### config.mk
export PLATFORM = sky130hd
export DESIGN_NAME = vram_arbiter
export DESIGN_NICKNAME = d
export VERILOG_FILES = /design/src/rtl/vram_arbiter.sv
export SDC_FILE = /design/constraint.sdc
export NUM_CORES = 1
export LEC_CHECK = 0
export ABC_AREA = 1
export CORE_MARGIN = 2
export CORE_UTILIZATION = 35
export DETAILED_ROUTE_END_ITERATION = 16
export GPL_TIMING_DRIVEN = 1
export PLACE_DENSITY = 0.67
export SYNTH_ARGS = -nofsm -noshare
export SYNTH_HDL_FRONTEND = slang
export SYNTH_SLANG_ARGS = --single-unit
### constraint.sdc
create_clock -name clk -period 3.3 [get_ports clk]
set_clock_uncertainty 0.05 [all_clocks]
set_input_delay 0.99 -clock clk [delete_from_list [all_inputs] [get_ports clk]]
set_output_delay 0.99 -clock clk [all_outputs]
set_load 0.03 [all_outputs]
### src/rtl/vram_arbiter.sv
// Single-port video RAM arbiter: serialises CRT fetches and 6800 CPU accesses
// with fixed memory read latency and strict alternation under contention.
module vram_arbiter #(
  parameter int MEM_LAT = 2,
  parameter int ADDR_W  = 16
) (
  input  logic              clk,
  input  logic              rst,
  input  logic [15:0]       VAD,
  input  logic              vram_cs,
  output logic              vram_complete,
  output logic [7:0]        VDI,
  input  logic [15:0]       cpu_ad,
  input  logic [7:0]        cpu_di,
  output logic [7:0]        cpu_do,
  input  logic              cpu_rw,
  input  logic              cpu_cs,
  output logic              cpu_ready,
  output logic [ADDR_W-1:0] mem_addr,
  output logic [7:0]        mem_wdata,
  input  logic [7:0]        mem_rdata,
  output logic              mem_en,
  output logic              mem_we
);

  typedef enum logic [2:0] {
    IDLE,
    VID_ACC,
    VID_DONE,
    CPU_ACC,
    CPU_DONE
  } state_t;

  localparam logic [2:0] CNT_INIT = 3'(MEM_LAT - 1);

  state_t            state_reg, state_next;
  logic              last_vid_reg, last_vid_next;
  logic [2:0]        cnt_reg, cnt_next;
  logic [7:0]        vdi_reg, vdi_next;
  logic              vram_complete_reg, vram_complete_next;
  logic [7:0]        cpu_do_reg, cpu_do_next;
  logic              cpu_ready_reg, cpu_ready_next;
  logic [ADDR_W-1:0] mem_addr_reg, mem_addr_next;
  logic [7:0]        mem_wdata_reg, mem_wdata_next;
  logic              mem_en_reg, mem_en_next;
  logic              mem_we_reg, mem_we_next;

  always_ff @(posedge clk or posedge rst) begin
    if (rst) begin
      state_reg         <= IDLE;
      last_vid_reg      <= 1'b0;
      cnt_reg           <= 3'd0;
      vdi_reg           <= 8'h00;
      vram_complete_reg <= 1'b0;
      cpu_do_reg        <= 8'h00;
      cpu_ready_reg     <= 1'b0;
      mem_addr_reg      <= '0;
      mem_wdata_reg     <= 8'h00;
      mem_en_reg        <= 1'b0;
      mem_we_reg        <= 1'b0;
    end else begin
      state_reg         <= state_next;
      last_vid_reg      <= last_vid_next;
      cnt_reg           <= cnt_next;
      vdi_reg           <= vdi_next;
      vram_complete_reg <= vram_complete_next;
      cpu_do_reg        <= cpu_do_next;
      cpu_ready_reg     <= cpu_ready_next;
      mem_addr_reg      <= mem_addr_next;
      mem_wdata_reg     <= mem_wdata_next;
      mem_en_reg        <= mem_en_next;
      mem_we_reg        <= mem_we_next;
    end
  end

  always_comb begin
    state_next         = state_reg;
    last_vid_next      = last_vid_reg;
    cnt_next           = cnt_reg;
    vdi_next           = vdi_reg;
    vram_complete_next = vram_complete_reg;
    cpu_do_next        = cpu_do_reg;
    cpu_ready_next     = cpu_ready_reg;
    mem_addr_next      = mem_addr_reg;
    mem_wdata_next     = mem_wdata_reg;
    mem_en_next        = mem_en_reg;
    mem_we_next        = mem_we_reg;

    case (state_reg)
      IDLE: begin
        // Video wins ties unless it had the previous grant.
        if (vram_cs && !(cpu_cs && last_vid_reg)) begin
          mem_addr_next = ADDR_W'(VAD);
          mem_en_next   = 1'b1;
          mem_we_next   = 1'b0;
          cnt_next      = CNT_INIT;
          last_vid_next = 1'b1;
          state_next    = VID_ACC;
        end else if (cpu_cs) begin
          mem_addr_next  = ADDR_W'(cpu_ad);
          mem_wdata_next = cpu_di;
          mem_en_next    = 1'b1;
          mem_we_next    = ~cpu_rw;
          cnt_next       = CNT_INIT;
          last_vid_next  = 1'b0;
          state_next     = CPU_ACC;
        end
      end
      VID_ACC: begin
        if (cnt_reg != 3'd0) begin
          cnt_next = cnt_reg - 3'd1;
        end else begin
          vdi_next           = mem_rdata;
          vram_complete_next = 1'b1;
          mem_en_next        = 1'b0;
          state_next         = VID_DONE;
        end
      end
      VID_DONE: begin
        vram_complete_next = 1'b0;
        state_next         = IDLE;
      end
      CPU_ACC: begin
        if (cnt_reg != 3'd0) begin
          cnt_next = cnt_reg - 3'd1;
        end else begin
          // Direction comes from the latched write enable; cpu_rw may have moved.
          if (!mem_we_reg) cpu_do_next = mem_rdata;
          cpu_ready_next = 1'b1;
          mem_en_next    = 1'b0;
          mem_we_next    = 1'b0;
          state_next     = CPU_DONE;
        end
      end
      CPU_DONE: begin
        cpu_ready_next = 1'b0;
        state_next     = IDLE;
      end
      default: state_next = IDLE;
    endcase
  end

  assign vram_complete = vram_complete_reg;
  assign VDI           = vdi_reg;
  assign cpu_do        = cpu_do_reg;
  assign cpu_ready     = cpu_ready_reg;
  assign mem_addr      = mem_addr_reg;
  assign mem_wdata     = mem_wdata_reg;
  assign mem_en        = mem_en_reg;
  assign mem_we        = mem_we_reg;

endmodule

==> impl_metrics.yaml <==
clocking:
  cts_hold_buf: 0
  cts_tree: "done"
  htreeDepth: 2
  clk_pin_slew_ps: 90
  cts_root_buffer: "clkbuf_8"
  cts_sinks: 51
  cts_buffers: 5
  insertion_delay_ps: 300
  cts_setup_buffers: 0
  post_cts_resized: 0
  clk_path_buf_depth: 2
routing:
  drt_wl_total_mm: 5.62
  route.detailed.drc: 0
  drt_pass1_iterations: 4
  vias_per_cell: 4.64
  drt_iter0_drc: 63
  ant_nets: 0
  num_vias: 2180
  wl_per_cell_um: 11.9
floorplanning:
  core_area_um2: 6760
  rows: 30
  fp.dieH_um: 87.5
  dieArea_um2: 7660
  io_pins: 97
  start_util_pct: 36.1
  fp.dieW_um: 87.5
setup_path:
  critPathLaunchType: "input pin"
  r2r_end: "mem_wdata[4]"
  path_class: "input pin to flip-flop"
  arrival_ps: 2650
  path_max_fanout: 28
  crit_required_ps: 3450
  reg2reg_from: "last_vid_reg"
  regToRegSetupSlack_ps: 1660
  cp-end-kind: "flip-flop"
  reg2reg_depth: 5
timing:
  finalSetupTns_ps: 0
  timing.hold.ws_ps: 433
  maxSlewViolCount: 0
  finalCritPeriodShare_pct: 75.7
  fin_crit_ps: 2500
  slew_headroom_pct: 65.2
  tightest_slew_ps: 520
  rsz0062_at_grt: "false"
  finalHoldViolCount: 0
  setup_violations: 0
  fmax_mhz: 400
min_path:
  hold_depth: 2
  hold_path_startpoint: "mem_wdata[6]"
  min-delay-path-class: "flip-flop to flip-flop"
  hold_end: "mem_wdata[6]"
synthesis:
  synth-seq-cells: 51
  seq_area_frac_synth_pct: 52.3
  synth_cell_types: 25
  synth.avg_cell_area_um2: 8.34
  syn-cell-area_um2: 2440
  synth_nets: 348
  yosys_warnings: 0
  synthCells: 293
placed_design:
  dp_hpwl_mm: 4.19
  placedCellCount: 462
  portBuffers: 96
  place_congestion: 0.782
finish:
  nNetsFinal: 444
  syn_to_final_growth_pct: 47.0
  num_antenna_cells: 0
  layout_common_cells: "132 x nand2_1, 96 x clkdlybuf4s50_1, 51 x dfrtp_1, 23 x nand3_1, 18 x inv_1"
  drive_above_1_share_pct: 12.1
  final_core_util_pct: 53.1
  final_common_cell: "nand2_1"
  finalNonFillerCells: 470
  largest_reg_flops: 16
global_routing:
  grt_remaining_overflow: 0
  grt_pass1_vias: 2100
  antenna_found_initial: 0
  grt_pass1_wl_mm: 9.57
  track_usage_pct: 15.6
  grt_max_degree: 36
pwr:
  cellPowerDensity_nw_per_um2: 974
  peakVddDrop_v: 0.000455
  p_leak_nw: 1.80
run:
  cap_violations: 0
status:
  status: "finished, final reports clean"
-- cell usage after synthesis (all sizes together) --
library cell / number / share of area (%)
dfrtp: 51 / 52
nor3: 2 / 0.41
buf: 10 / 2.9
nand3: 26 / 6.3
xor2: 1 / 0.36
nand4: 8 / 2.0
nand2: 138 / 22
ha: 2 / 1.0
clkbuf: 1 / 0.15
o21ai: 21 / 6.8
nor2: 7 / 1.8
inv: 25 / 3.8
a21oi: 1 / 0.20
-- metrics by stage --
stage	total power [mW]	cell area [um2]	setup WS, ps
global route	3.76	3590	603
finish	3.50	3590	802
detailed placement	3.08	3470	476
floorplan	2.36	2440	1030
global placement	3.05	3470	558
CTS	3.54	3590	795
-- power breakdown --
part           leakage (nW)  total [mW]  internal, mW  switching, mW
clock network        0.0612       0.454         0.246          0.208
registers             0.632        1.09         0.921          0.174
logic                  1.11        1.95         0.769           1.18
total                  1.80        3.50          1.94           1.56
-- how the worst max path moves through the flow --
| stage | end | cells after the start | startpoint | slack [ps] |
|---|---|---|---|---|
| 3_5_place_dp | mem_wdata[4] | 6 | cpu_cs | 480 |
| 5_1_grt | mem_wdata[4] | 6 | cpu_cs | 600 |
| 4_1_cts | mem_wdata[4] | 6 | cpu_cs | 790 |
| 2_1_floorplan | VDI[0] | 1 | rst | 1030 |
| 3_3_place_gp | mem_wdata[3] | 6 | cpu_cs | 560 |
| 6_report | mem_wdata[4] | 6 | cpu_cs | 800 |
-- logic make-up after synthesis --
family / count (synthesis) / share of synthesized area [%]
xor+xnor: 1 / 0.359
compound gates: 22 / 6.97
fa+ha+maj: 2 / 1.02
simple gates: 181 / 32.5
buf+inv: 36 / 6.86
flops: 51 / 52.3
-- worst max-delay path: stages --
cell	delay (ps)
clkdlybuf4s50_1	520
nand2_2	220
nand2_2	480
nand3_2	260
nand2_1	120
nand2_1	50
-- area by class of cell --
cell class / count / area [um2]
Fill cell: 663 / 3170
Tap cell: 80 / 100
Sequential cell: 51 / 1280
Inverter: 25 / 93.8
Multi-Input combinational cell: 206 / 998
Timing Repair Buffer: 100 / 1000
Clock buffer: 6 / 82.6
Clock inverter: 2 / 35.0
-- layer usage --
layer,part of all wire (%),GRT usage (%),vias up
met5,0,0,-
met4,1.1,3.78,0
met3,5.9,3.77,6
met2,48,26.2,66
met1,45,20.5,1000
li1,-,-,1108
Power figures use the tool's default switching activity.
